`config.mk`:
```
export PLATFORM = sky130hd
export DESIGN_NAME = up_down_counter_mod
export DESIGN_NICKNAME = d
export VERILOG_FILES = /design/src/rtl/up_down_counter_mod.sv
export SDC_FILE = /design/constraint.sdc
export NUM_CORES = 1
export LEC_CHECK = 0
export BUFFER_PORTS_ARGS = -buffer_cell sky130_fd_sc_hd__buf_2
export CAP_MARGIN = 20
export CORE_AREA = 2 2 39 41
export DETAILED_ROUTE_END_ITERATION = 8
export DIE_AREA = 0 0 41 43
export GPL_TIMING_DRIVEN = 1
export HOLD_SLACK_MARGIN = 0.1
export PLACE_DENSITY = 0.48
export SLEW_MARGIN = 25
export SYNTH_ARGS = -nofsm -noshare
export SYNTH_HDL_FRONTEND = slang
export SYNTH_SLANG_ARGS = --single-unit
```
`constraint.sdc`:
```
create_clock -name CLK -period 2.8 [get_ports CLK]
set_input_delay 0.56 -clock CLK [delete_from_list [all_inputs] [get_ports CLK]]
set_output_delay 0.56 -clock CLK [all_outputs]
set_load 0.02 [all_outputs]
```
`src/rtl/up_down_counter_mod.sv`:
```
// Parametrised up/down counter with enable, load, wrap/saturate,
// terminal count and a registered boundary pulse.
module up_down_counter_mod #(
    parameter int WIDTH    = 4,
    parameter int MODULUS  = 16,
    parameter bit SATURATE = 1'b0
) (
    input  logic             CLK,
    input  logic             CLR,
    input  logic             EN,
    input  logic             M,
    input  logic             LOAD,
    input  logic [WIDTH-1:0] D,
    output logic [WIDTH-1:0] Q,
    output logic             TC,
    output logic             WRAP
);

    localparam int W1 = WIDTH + 1;

    // Range bound, in both the extended and the register width.
    localparam logic [WIDTH:0]   MAX_X = W1'(MODULUS - 1);
    localparam logic [WIDTH-1:0] MAX_Q = WIDTH'(MODULUS - 1);

    logic [WIDTH:0]   q_x;
    logic [WIDTH:0]   d_x;
    logic             at_top;
    logic             at_bot;
    logic [WIDTH-1:0] inc;
    logic [WIDTH-1:0] dec;
    logic [WIDTH-1:0] load_val;
    logic [WIDTH-1:0] nxt;
    logic             nxt_wrap;

    // Bound tests are done one bit wider so a modulus of 2**WIDTH
    // and out-of-range load values compare correctly.
    assign q_x    = {1'b0, Q};
    assign d_x    = {1'b0, D};
    assign at_top = (q_x == MAX_X);
    assign at_bot = (q_x == '0);

    // Step values, including end-of-range behaviour.
    assign inc = at_top ? (SATURATE ? Q : '0) : Q + 1'b1;
    assign dec = at_bot ? (SATURATE ? Q : MAX_Q) : Q - 1'b1;

    // Loads never put Q outside the count range.
    assign load_val = (d_x > MAX_X) ? MAX_Q : D;

    // Terminal count follows the live direction input.
    assign TC = M ? at_top : at_bot;

    // Next count and boundary pulse: load beats enable beats hold.
    always_comb begin
        nxt      = Q;
        nxt_wrap = 1'b0;
        if (LOAD) begin
            nxt = load_val;
        end else if (EN) begin
            if (M) begin
                nxt      = inc;
                nxt_wrap = at_top;
            end else begin
                nxt      = dec;
                nxt_wrap = at_bot;
            end
        end
    end

    // Count register and wrap pulse, cleared asynchronously.
    always_ff @(posedge CLK or negedge CLR) begin
        if (!CLR) begin
            Q    <= '0;
            WRAP <= 1'b0;
        end else begin
            Q    <= nxt;
            WRAP <= nxt_wrap;
        end
    end

endmodule

```
* Yosys cells after proc, flatten, opt, wreduce, memory -nomap -nowiden
Index checks and enable logic that the tools add are counted.
** Cells by class
- Reductions and logical operators :: 2
- $add $sub $neg :: 2
- Magnitude comparators :: 1
- Equal/unequal tests :: 1
- Muxes and demuxes :: 9
** Operators by type and width (count)
- $mux W4 :: 6
- $logic_not A5 Y1 :: 1
- $add A4 B1 Y4 const B :: 1
- $eq A4 B4 Y1 const B :: 1
- $gt A4 B4 Y1 const B :: 1
- $sub A4 B1 Y4 const B :: 1
- $mux W1 :: 3
- $reduce_bool A2 Y1 :: 1
** Word-level totals
- Bits in registers :: 5
- Input bits :: 9
- Output and inout bits :: 6
- Logic and storage cells :: 17

* Logic depth before layout (Yosys ltp)
Gate-level depths: netlist (run 1).
- Word-level depth :: 5
- Mapped depth :: 6
- Depth with buffers taken out :: 6

* Worst setup path before layout (run 1)
OpenSTA, ideal clock, no wires.
- Path kind :: reg2out
- From :: register Q[0]
- To :: output port TC
- Slack :: 0.761 ns
- Cell stages (with the launch flop) :: 5
- Required time :: 2.240 ns
- Arrival :: 1.479 ns
- Cell sequence :: dfrtp_1 > inv_1 > ha_1 > or3b_1 > o21ai_1
** Between the ends
- Cells in the longest elaborated chain, start to end :: 2
** Ends and longest elaborated chain
- start, declared :: RTL line 14 : output logic [WIDTH-1:0] Q,
- start signal, assigned :: RTL line 75 : Q <= nxt;
- $eq A4 B4 Y1 or $logic_not A5 Y1 (tied branches) :: RTL line 39, 40
- $mux W1 * :: RTL line 50 : assign TC = M ? at_top : at_bot;
- end, declared :: RTL line 15 : output logic TC,
Mark *: on every way between the ends. The rest lies on a longest branch, timed or not.

* Final worst setup path (run 1)
Ends and elaborated chain as after synthesis.

==> results of run 1 <==
==> layout by cell type (no fill, tap or decap), drive strengths merged <==
cell	count
buf	14
dfrtp	5
o21ai	5
nand2	4
inv	4
clkbuf	4
a21oi	3
nor2	2
xnor2	2
ha	2
or3b	1
nand4	1
and2	1
a31o	1
a221oi	1
or4	1
a21bo	1
o21bai	1
a311o	1
nand2b	1
o31ai	1
a31oi	1
mux2	1
mux2i	1
==> per-stage QoR <==
| stage | area (um^2) | instances | power, mW | hold WS (ns) | setup WS [ns] |
|---|---|---|---|---|---|
| 6_report | 483 | 75 | 0.263 | 0.123 | 0.565 |
| 5_1_grt | 483 | 75 | 0.290 | 0.111 | 0.449 |
| 4_1_cts | 483 | 75 | 0.268 | 0.121 | 0.553 |
| 3_5_place_dp | 457 | 71 | 0.181 | 0.384 | 0.830 |
| 3_3_place_gp | 457 | 71 | 0.184 | 0.378 | 0.839 |
| 2_1_floorplan | 370 | 42 | 0.153 | 0.264 | 0.761 |
==> logic make-up after synthesis <==
logic type	Yosys count	synth area share [%]
AOI/OAI and AO/OA	15	28.4
muxes	2	5.74
and+or+nand+nor	11	15.5
adders and majority gates	2	6.76
xor gates and xnor gates	2	4.73
buffers and inverters	5	5.07
DFF	5	33.8
==> sequential cells by signal, summed over array words and instances, names as in the netlist <==
name / count
Q: 4
WRAP: 1
==> where the power goes <==
group / internal (mW) / switching, mW / total [mW]
Combinational: 0.0384 / 0.0457 / 0.0841
Sequential: 0.0804 / 0.0153 / 0.0957
Clock: 0.0539 / 0.0294 / 0.0832
Total: 0.173 / 0.0904 / 0.263
==> layout make-up <==
type	count	area [um^2]	area share (%)
multi-input cells	32	226	46.9
inverters	4	15.0	3.11
clock buffers	4	26.3	5.44
flip-flops and latches	5	125	25.9
well taps	16	20.0	4.15
repair buffers	14	70.1	14.5
==> per-layer routing <==
layer | part of all wire, % | vias to the layer above
met4 | 0 | 0
met1 | 48 | 164
met2 | 42 | 17
met3 | 9.8 | 0
met5 | 0 | -
li1 | - | 186
==> worst paths after layout <==
kind                            slack, ns  start    to  cells past startpoint
worst max register to register       1.13   Q[0]  Q[0]                      6
max in group asynchronous            2.54    CLR  Q[1]                      1
worst max-delay path                 0.56   Q[0]    TC                      5
min in group CLK                     0.53   D[2]  Q[2]                      3
worst min register to register       0.74   Q[0]  Q[0]                      2
worst min-delay path                 0.12    CLR  WRAP                      1
==> reports/metrics.csv, run 1 <==
stage,metric,value,unit
status,status,"complete, no violations",
place,numPortBuffers,14,
flow_run,drv_cap,0,
final_layout,drive_above_1_share,35.6,%
detailed_routing,routed_via_density,4.89,
global_routing,globalRouteTotalUtil,12.4,%
clock_network,clock_sinks,5,
clock_network,clockBufferDepth,2,
sta,hold_violations,0,
pwr,pwr_density_cell,545,nW/um^2
global_routing,use_met1,16.1,%
clock_network,clkLatencyLatePin,0.24,ns
synthesis,ys_ff_latch,5,
final_layout,synthToLayoutAreaGrowth,30.4,%
clock_network,tritoncts,done,
sta,period_minus_slack,2.24,ns
synthesis,yosys_warnings,0,
die,io_pins,15,
clock_network,cts-resized-gates,0,
critical_path,critPathLaunchType,flop,
final_layout,fin_nets,71,
sta,finalCritPeriodShare,79.8,%
die,start_util,26.8,%
clock_network,post_cts_buffers,0,
pwr,vdd_ir_drop_max,0.351,mV
critical_path,slowest_delay,0.46,ns
sta,rsz0062_at_grt,no,
detailed_routing,firstDrtPassIters,4,
synthesis,async_flop_share,100,%
global_routing,grt_start_max_net_pins,10,
sta,worstMarginPinSlew,0.262,ns
synthesis,synthFlopType,dfrtp_1,
final_layout,fin_util,34.9,%
critical_path,cpLargestDelayFamily,flip-flops,
synthesis,ys_types,25,
critical_path,crit_chain,"inv_1, ha_1, or3b_1, o21ai_1, buf_2",
detailed_routing,drcViolationCount,0,
critical_path,critPathKind,flop to primary output,
synthesis,syn_inst,42,
critical_path,cp_data_arrival_time,1.68,ns
place,post-dp-hpwl,628,um
detailed_routing,vias,367,
sta,fmax,447,MHz
synthesis,synth_edf_count,0,
detailed_routing,detail_route.wl_per_cell,10.9,um
detailed_routing,postRouteAntennaNets,0,
critical_path,crit_path_max_fanout,9,
sta,drv_slew,0,
sta,clock_skew,0.00465,ns
critical_path,required,2.24,ns
clock_network,cts.clk_slew.worst_paths,0.05,ns
detailed_routing,routed_wl,820,um
detailed_routing,drt_iter0_markers,12,
final_layout,antennaDiodeCount,0,
global_routing,grt_pass1_wl,1.43,mm
global_routing,antenna_found_initial,0,
critical_path,cpMaxStageDelayCell,dfrtp_1,
synthesis,yosysSeqAreaShare,33.8,%
global_routing,overflow,0,
critical_path,cp-end-kind,primary output,
synthesis,synthTopCellsByArea,"dfrtp_1, ha_1, xnor2_1",
place,gp_congestion,0.745,
synthesis,syn-num-nets,53,
clock_network,htreeDepth,1,
synthesis,avgSynthCellArea,8.82,um^2
global_routing,grt.met3_usage,9.42,%
sta,setup_tns,0,ns
global_routing,gr-max-usage-layer,met2,
global_routing,grtUsageMet2,16.3,%
synthesis,synth_area_leader_cell,dfrtp_1,
die,core_area,1380,um^2
die,die_area,1760,um^2
final_layout,fillers,152,
synthesis,yosysTopAreaCellShare,33.8,%
synthesis,yosysMostFrequentCell,dfrtp_1,
critical_path,cp_num_buf_inv,2,
pwr,power_leakage,0.235,nW
synthesis,syn_area,370,um^2
die,die_h,43,um
synthesis,ys_top_cells_by_count,"dfrtp_1, nand2_1, a21oi_1, inv_1, o21ai_0",
clock_network,root_buffer,clkbuf_4,
global_routing,grt_pass1_vias,339,
die,die_w,41,um
min_path,min_path_type,primary input to asynchronous set/reset pin,
die,core.rowCount,14,
clock_network,numCtsBuffers,3,
clock_network,cts_hold_buf,0,
sta,setup_viol,0,
sta,maxSlewHeadroom,82.4,%
(Power assumes the default switching activity.)
==> run 2: changes to the inputs <==
clock period = 2.3 ns   (was 2.8 ns; I/O delays follow)
==> run 2 against run 1 <==
- combinational power grew 24%
- utilization grew 0.81 points
- design area grew 2.3%
- critical path type unchanged
- die area is the same
- critical path depth is the same
==> reports/metrics.csv, run 2 (synthesis gave the netlist of run 1 again) <==
stage,metric,value,unit,change
sta,clock_skew,0.00356,ns,was 0.00465 ns
place,post-dp-hpwl,667,um,was 628 um
critical_path,cp_data_arrival_time,1.68,ns,about the same
critical_path,crit_chain,"inv_1, ha_1, or3b_1, o21ai_1, buf_2",,unchanged
pwr,power_leakage,0.238,nW,was 0.235 nW
sta,finalCritPeriodShare,93.1,%,
pwr,pwr_density_cell,652,nW/um^2,was 545 nW/um^2
detailed_routing,vias,377,,was 367
sta,rsz0062_at_grt,no,,unchanged
sta,setup_tns,0,ns,unchanged
clock_network,clock_sinks,5,,unchanged
sta,hold_violations,0,,unchanged
clock_network,tritoncts,done,,unchanged
detailed_routing,firstDrtPassIters,3,,was 4
global_routing,grt_pass1_wl,1.53,mm,was 1.43 mm
final_layout,fin_nets,72,,was 71
clock_network,numCtsBuffers,3,,unchanged
status,status,"complete, no violations",,unchanged
global_routing,globalRouteTotalUtil,13.2,%,was 12.4%
final_layout,top_regs,"Q x4, WRAP x1",,unchanged
die,die_w,41,um,unchanged
critical_path,slowest_delay,0.46,ns,about the same
detailed_routing,postRouteAntennaNets,0,,unchanged
critical_path,required,1.84,ns,was 2.24 ns
global_routing,grt_start_max_net_pins,10,,unchanged
critical_path,cpMaxStageDelayCell,dfrtp_2,,was dfrtp_1
final_layout,drive_above_1_share,36.7,%,was 35.6%
flow_run,drv_cap,0,,unchanged
die,die_h,43,um,unchanged
clock_network,root_buffer,clkbuf_4,,unchanged
place,postPlaceCellArea,457,um^2,unchanged
final_layout,final_area,494,um^2,was 483 um^2
sta,worstMarginPinSlew,0.250,ns,was 0.262 ns
clock_network,clkLatencyLatePin,0.24,ns,about the same
global_routing,antenna_found_initial,0,,unchanged
detailed_routing,detail_route.wl_per_cell,11.4,um,was 10.9 um
final_layout,multi_input_area,226,um^2,unchanged
final_layout,final_common_cell,buf_2,,unchanged
clock_network,clockBufferDepth,2,,unchanged
global_routing,overflow,0,,unchanged
die,start_util,26.8,%,unchanged
final_layout,final_cell_mix,"buf_2, dfrtp_1, nand2_1",,unchanged
die,core_area,1380,um^2,unchanged
final_layout,ff_latch_area,126,um^2,was 125 um^2
sta,drv_slew,0,,unchanged
clock_network,cts.clk_slew.worst_paths,0.04,ns,was 0.05 ns
detailed_routing,drcViolationCount,0,,unchanged
min_path,min_path_type,primary input to flop,,was primary input to asynchronous set/reset pin
detailed_routing,drt_iter0_markers,9,,was 12
sta,period_minus_slack,2.14,ns,
global_routing,grt_pass1_vias,383,,was 339
final_layout,largest_reg_flops,4,,unchanged
place,numPortBuffers,14,,unchanged
critical_path,critPathLaunchType,flop,,unchanged
die,die_area,1760,um^2,unchanged
sta,setup_viol,0,,unchanged
sta,maxSlewHeadroom,83.2,%,was 82.4%
detailed_routing,routed_via_density,4.96,,was 4.89
detailed_routing,routed_wl,865,um,was 820 um
final_layout,antennaDiodeCount,0,,unchanged
critical_path,crit_path_max_fanout,9,,unchanged
critical_path,critPathKind,flop to primary output,,unchanged
final_layout,fillers,149,,was 152
die,io_pins,15,,unchanged
die,core.rowCount,14,,unchanged
pwr,vdd_ir_drop_max,0.378,mV,was 0.351 mV
place,gp_congestion,0.672,,was 0.745
critical_path,cp-end-kind,primary output,,unchanged
sta,fmax,467,MHz,
final_layout,synthToLayoutAreaGrowth,33.4,%,was 30.4%
clock_network,htreeDepth,1,,unchanged
final_layout,regMostFlops,Q,,unchanged
run 2: cell count changes in the layout (fill, tap and decap cells not counted), sizes merged:
| cell | delta |
|---|---|
| dlygate4sd3 | +1 |
run 2: cell type report:
type	count	area share, %
timing repair buffer	15	16.2
clock buffer	4	5.32
inverter	4	3.04
multi-input combinational	32	45.8
sequential	5	25.6
tap	16	4.05
run 2: path summary, 6_finish.rpt:
path,from,slack (ns),end,cells after the start
max,Q[0],0.16,TC,5
min,D[0],0.43,Q[0],3
max reg2reg,Q[0],0.63,Q[0],6
min reg2reg,Q[0],0.67,Q[0],2
max in group asynchronous,CLR,1.59,Q[0],2
min in group asynchronous,CLR,0.57,WRAP,2
run 2: what timing repair did:
item | CTS | global route
endpoints found under the setup margin | 0 | 1
buffers inserted | 0 | 0
gates resized for setup | 0 | 1
hold endpoints to repair | 5 | 0
hold buffers | 1 | 0
run 2: power breakdown:
part	switching (mW)	internal [mW]
Clock	0.0347	0.0655
Sequential	0.0194	0.0984
Combinational	0.0562	0.0481
Total	0.110	0.212
run 2: stage by stage:
| stage | setup slack (ns) | power [mW] | instances | hold slack, ns | utilization [%] |
|---|---|---|---|---|---|
| 6_report | 0.158 | 0.322 | 76 | 0.433 | 35.7 |
| 5_1_grt | 0.0153 | 0.355 | 76 | 0.433 | 35.7 |
| 4_1_cts | 0.119 | 0.327 | 76 | 0.431 | 35.6 |
| 3_5_place_dp | 0.399 | 0.221 | 71 | 0.280 | 33.0 |
| 3_3_place_gp | 0.447 | 0.223 | 71 | 0.280 | 33.0 |
| 2_1_floorplan | 0.361 | 0.186 | 42 | 0.164 | - |
run 2: critical path, delay by kind of cell, from the launching register on:
| family | cells | cell delay, ns |
|---|---|---|
| flops | 1 | 0.46 |
| simple gates | 1 | 0.38 |
| buf+inv | 2 | 0.28 |
| fa+ha+maj | 1 | 0.18 |
| compound gates | 1 | 0.15 |
run 2: per-layer routing:
layer	track usage (%)	part of all wire [%]
met1	15.2	46
met2	19.7	44
met3	9.42	9.9
met4	2.00	0
met5	0	0
==> run 3: changes to the inputs <==
clock period = 2.4 ns   (was 2.3 ns; I/O delays follow)
==> run 3 against run 2 <==
- total power is 4.2% lower
- first-iteration DRC count is 56% lower
- hold slack better by 0.011 ns
- clock skew is 0.0013 ns higher
- non-clock buffer count stayed put
- critical path depth stayed put
- register-to-register slack better by 0.09 ns
- design area is 0.25% lower
- sequential share of layout area is 0.19 points lower
- critical endpoint unchanged
- highest routed layer unchanged
==> reports/metrics.csv, run 3 (synthesis gave the netlist of run 1 again) <==
stage,metric,value,unit,change
critical_path,cp_num_buf_inv,2,,unchanged
critical_path,cpLargestDelayFamily,flip-flops,,unchanged
final_layout,final_cell_mix,"buf_2, dfrtp_1, nand2_1",,unchanged
critical_path,cpMaxStageDelayCell,dfrtp_1,,was dfrtp_2
pwr,power_leakage,0.239,nW,was 0.238 nW
pwr,switching_share,34.3,%,was 34.2%
critical_path,cp-end-kind,primary output,,unchanged
pwr,seq_power_share,36.2,%,was 36.5%
clock_network,numCtsBuffers,3,,unchanged
global_routing,gr-max-usage-layer,met2,,unchanged
die,core_area,1380,um^2,unchanged
min_path,min_path_type,primary input to flop,,unchanged
final_layout,final_area,493,um^2,was 494 um^2
global_routing,grt_pass1_vias,356,,was 383
detailed_routing,routed_via_density,4.87,,was 4.96
pwr,vdd_ir_drop_max,0.373,mV,was 0.378 mV
global_routing,grt.met3_usage,9.42,%,unchanged
global_routing,use_met1,13.3,%,was 15.2%
critical_path,required,1.92,ns,was 1.84 ns
global_routing,globalRouteTotalUtil,12.0,%,was 13.2%
die,die_w,41,um,unchanged
final_layout,drive_above_1_share,35.0,%,was 36.7%
die,io_pins,15,,unchanged
critical_path,r2r_start,Q[0],,unchanged
sta,maxSlewHeadroom,82.3,%,was 83.2%
detailed_routing,drcViolationCount,0,,unchanged
final_layout,top_regs,"Q x4, WRAP x1",,unchanged
critical_path,r2r-end,Q[0],,unchanged
global_routing,antenna_found_initial,0,,unchanged
detailed_routing,vias,370,,was 377
final_layout,synthToLayoutAreaGrowth,33.1,%,was 33.4%
status,status,"complete, no violations",,unchanged
pwr,power,0.309,mW,was 0.322 mW
pwr,pwr_density_cell,626,nW/um^2,was 652 nW/um^2
sta,timing.final.ws_setup,0.214,ns,was 0.158 ns
critical_path,cp.depth,5,,unchanged
pwr,p_comb_share,32.5,%,was 32.4%
sta,setup_tns,0,ns,unchanged
sta,period_minus_slack,2.19,ns,
clock_network,clockBufferDepth,2,,unchanged
critical_path,critical_path.endpoint,TC,,unchanged
place,dp_slack,0.489,ns,was 0.399 ns
sta,rsz0062_at_grt,no,,unchanged
final_layout,fin_nets,72,,unchanged
sta,worstMarginPinSlew,0.265,ns,was 0.250 ns
pwr,switchingPower,0.106,mW,was 0.110 mW
clock_network,htreeDepth,1,,unchanged
critical_path,rrSetupSlack,0.72,ns,was 0.63 ns
sta,fmax,458,MHz,
critical_path,critPathLaunchType,flop,,unchanged
critical_path,critPathKind,flop to primary output,,unchanged
sta,clock_skew,0.00486,ns,was 0.00356 ns
final_layout,final_common_cell,buf_2,,unchanged
global_routing,grt_start_max_net_pins,10,,unchanged
detailed_routing,firstDrtPassIters,2,,was 3
critical_path,r2r_cells,6,,unchanged
global_routing,grtUsageMet2,18.8,%,was 19.7%
die,die_area,1760,um^2,unchanged
clock_network,clock_sinks,5,,unchanged
final_layout,largest_reg_flops,4,,unchanged
pwr,p_clk_share,31.3,%,was 31.1%
critical_path,crit_path_max_fanout,9,,unchanged
die,start_util,26.8,%,unchanged
sta,drv_slew,0,,unchanged
place,numPortBuffers,14,,unchanged
critical_path,cp-startpoint,Q[0],,unchanged
global_routing,overflow,0,,unchanged
clock_network,post_cts_buffers,0,,unchanged
global_routing,grt_pass1_wl,1.42,mm,was 1.53 mm
detailed_routing,routed_wl,842,um,was 865 um
pwr,intPower,0.203,mW,was 0.212 mW
detailed_routing,postRouteAntennaNets,0,,unchanged
critical_path,slowest_delay,0.46,ns,about the same
detailed_routing,detail_route.wl_per_cell,11.1,um,was 11.4 um
detailed_routing,drt_iter0_markers,4,,was 9
place,post-dp-hpwl,657,um,was 667 um
clock_network,root_buffer,clkbuf_4,,unchanged
die,die_h,43,um,unchanged
place,gp_congestion,0.671,,was 0.672
sta,hold_slack,0.445,ns,was 0.433 ns
clock_network,cts.clk_slew.worst_paths,0.04,ns,about the same
sta,hold_violations,0,,unchanged
final_layout,regMostFlops,Q,,unchanged
clock_network,tritoncts,done,,unchanged
sta,setup_viol,0,,unchanged
die,core.rowCount,14,,unchanged
critical_path,crit_chain,"inv_1, ha_1, or3b_1, o21ai_1, buf_2",,unchanged
clock_network,clkLatencyLatePin,0.24,ns,about the same
final_layout,antennaDiodeCount,0,,unchanged
critical_path,cp_data_arrival_time,1.71,ns,was 1.68 ns
flow_run,drv_cap,0,,unchanged
place,postPlaceCellArea,457,um^2,unchanged
sta,finalCritPeriodShare,91.1,%,
==> run 3: worst min path at each step <==
stage / start / end / slack [ns] / depth (start not counted)
2_1_floorplan: CLR / Q[0] / 0.18 / 0
3_3_place_gp: CLR / WRAP / 0.30 / 1
3_5_place_dp: CLR / WRAP / 0.30 / 1
4_1_cts: D[1] / Q[1] / 0.44 / 3
5_1_grt: D[1] / Q[1] / 0.46 / 3
6_report: D[1] / Q[1] / 0.44 / 3
==> run 3: metrics by stage <==
stage          utilization, %  instances
3_3_place_gp             33.0         71
5_1_grt                  35.6         76
4_1_cts                  35.6         76
2_1_floorplan               -         42
3_5_place_dp             33.0         71
6_report                 35.6         76
==> run 3: power groups by stage <==
stage,Combinational [mW],Sequential [mW],Clock [mW]
after detailed placement,0.0992,0.113,0
after CTS,0.101,0.112,0.101
final,0.100,0.112,0.0966
after floorplan,0.0579,0.121,0
after global placement,0.100,0.114,0
after global routing,0.113,0.115,0.108
==> run 3: what timing repair did <==
action,4_1_cts,5_1_grt
hold endpoints to repair,5,0
hold buffers,1,0
resized for setup,0,0
==> run 3: final cells by class <==
| type | instances | area [um^2] |
|---|---|---|
| Clock buffer | 4 | 26.3 |
| Inverter | 4 | 15.0 |
| Sequential cell | 5 | 125 |
| Multi-Input combinational cell | 32 | 226 |
| Tap cell | 16 | 20.0 |
| Fill cell | 146 | 891 |
| Timing Repair Buffer | 15 | 80.1 |
==> run 3: tightest hold or removal path: stages <==
cell	delay, ns
buf_2	0.07
nand2_1	0.04
o21ai_0	0.05
==> run 3: per-layer routing <==
layer | routed length, um | vias up
li1 | - | 187
met5 | 0 | -
met2 | 372 | 14
met3 | 82 | 0
met1 | 386 | 169
met4 | 0 | 0
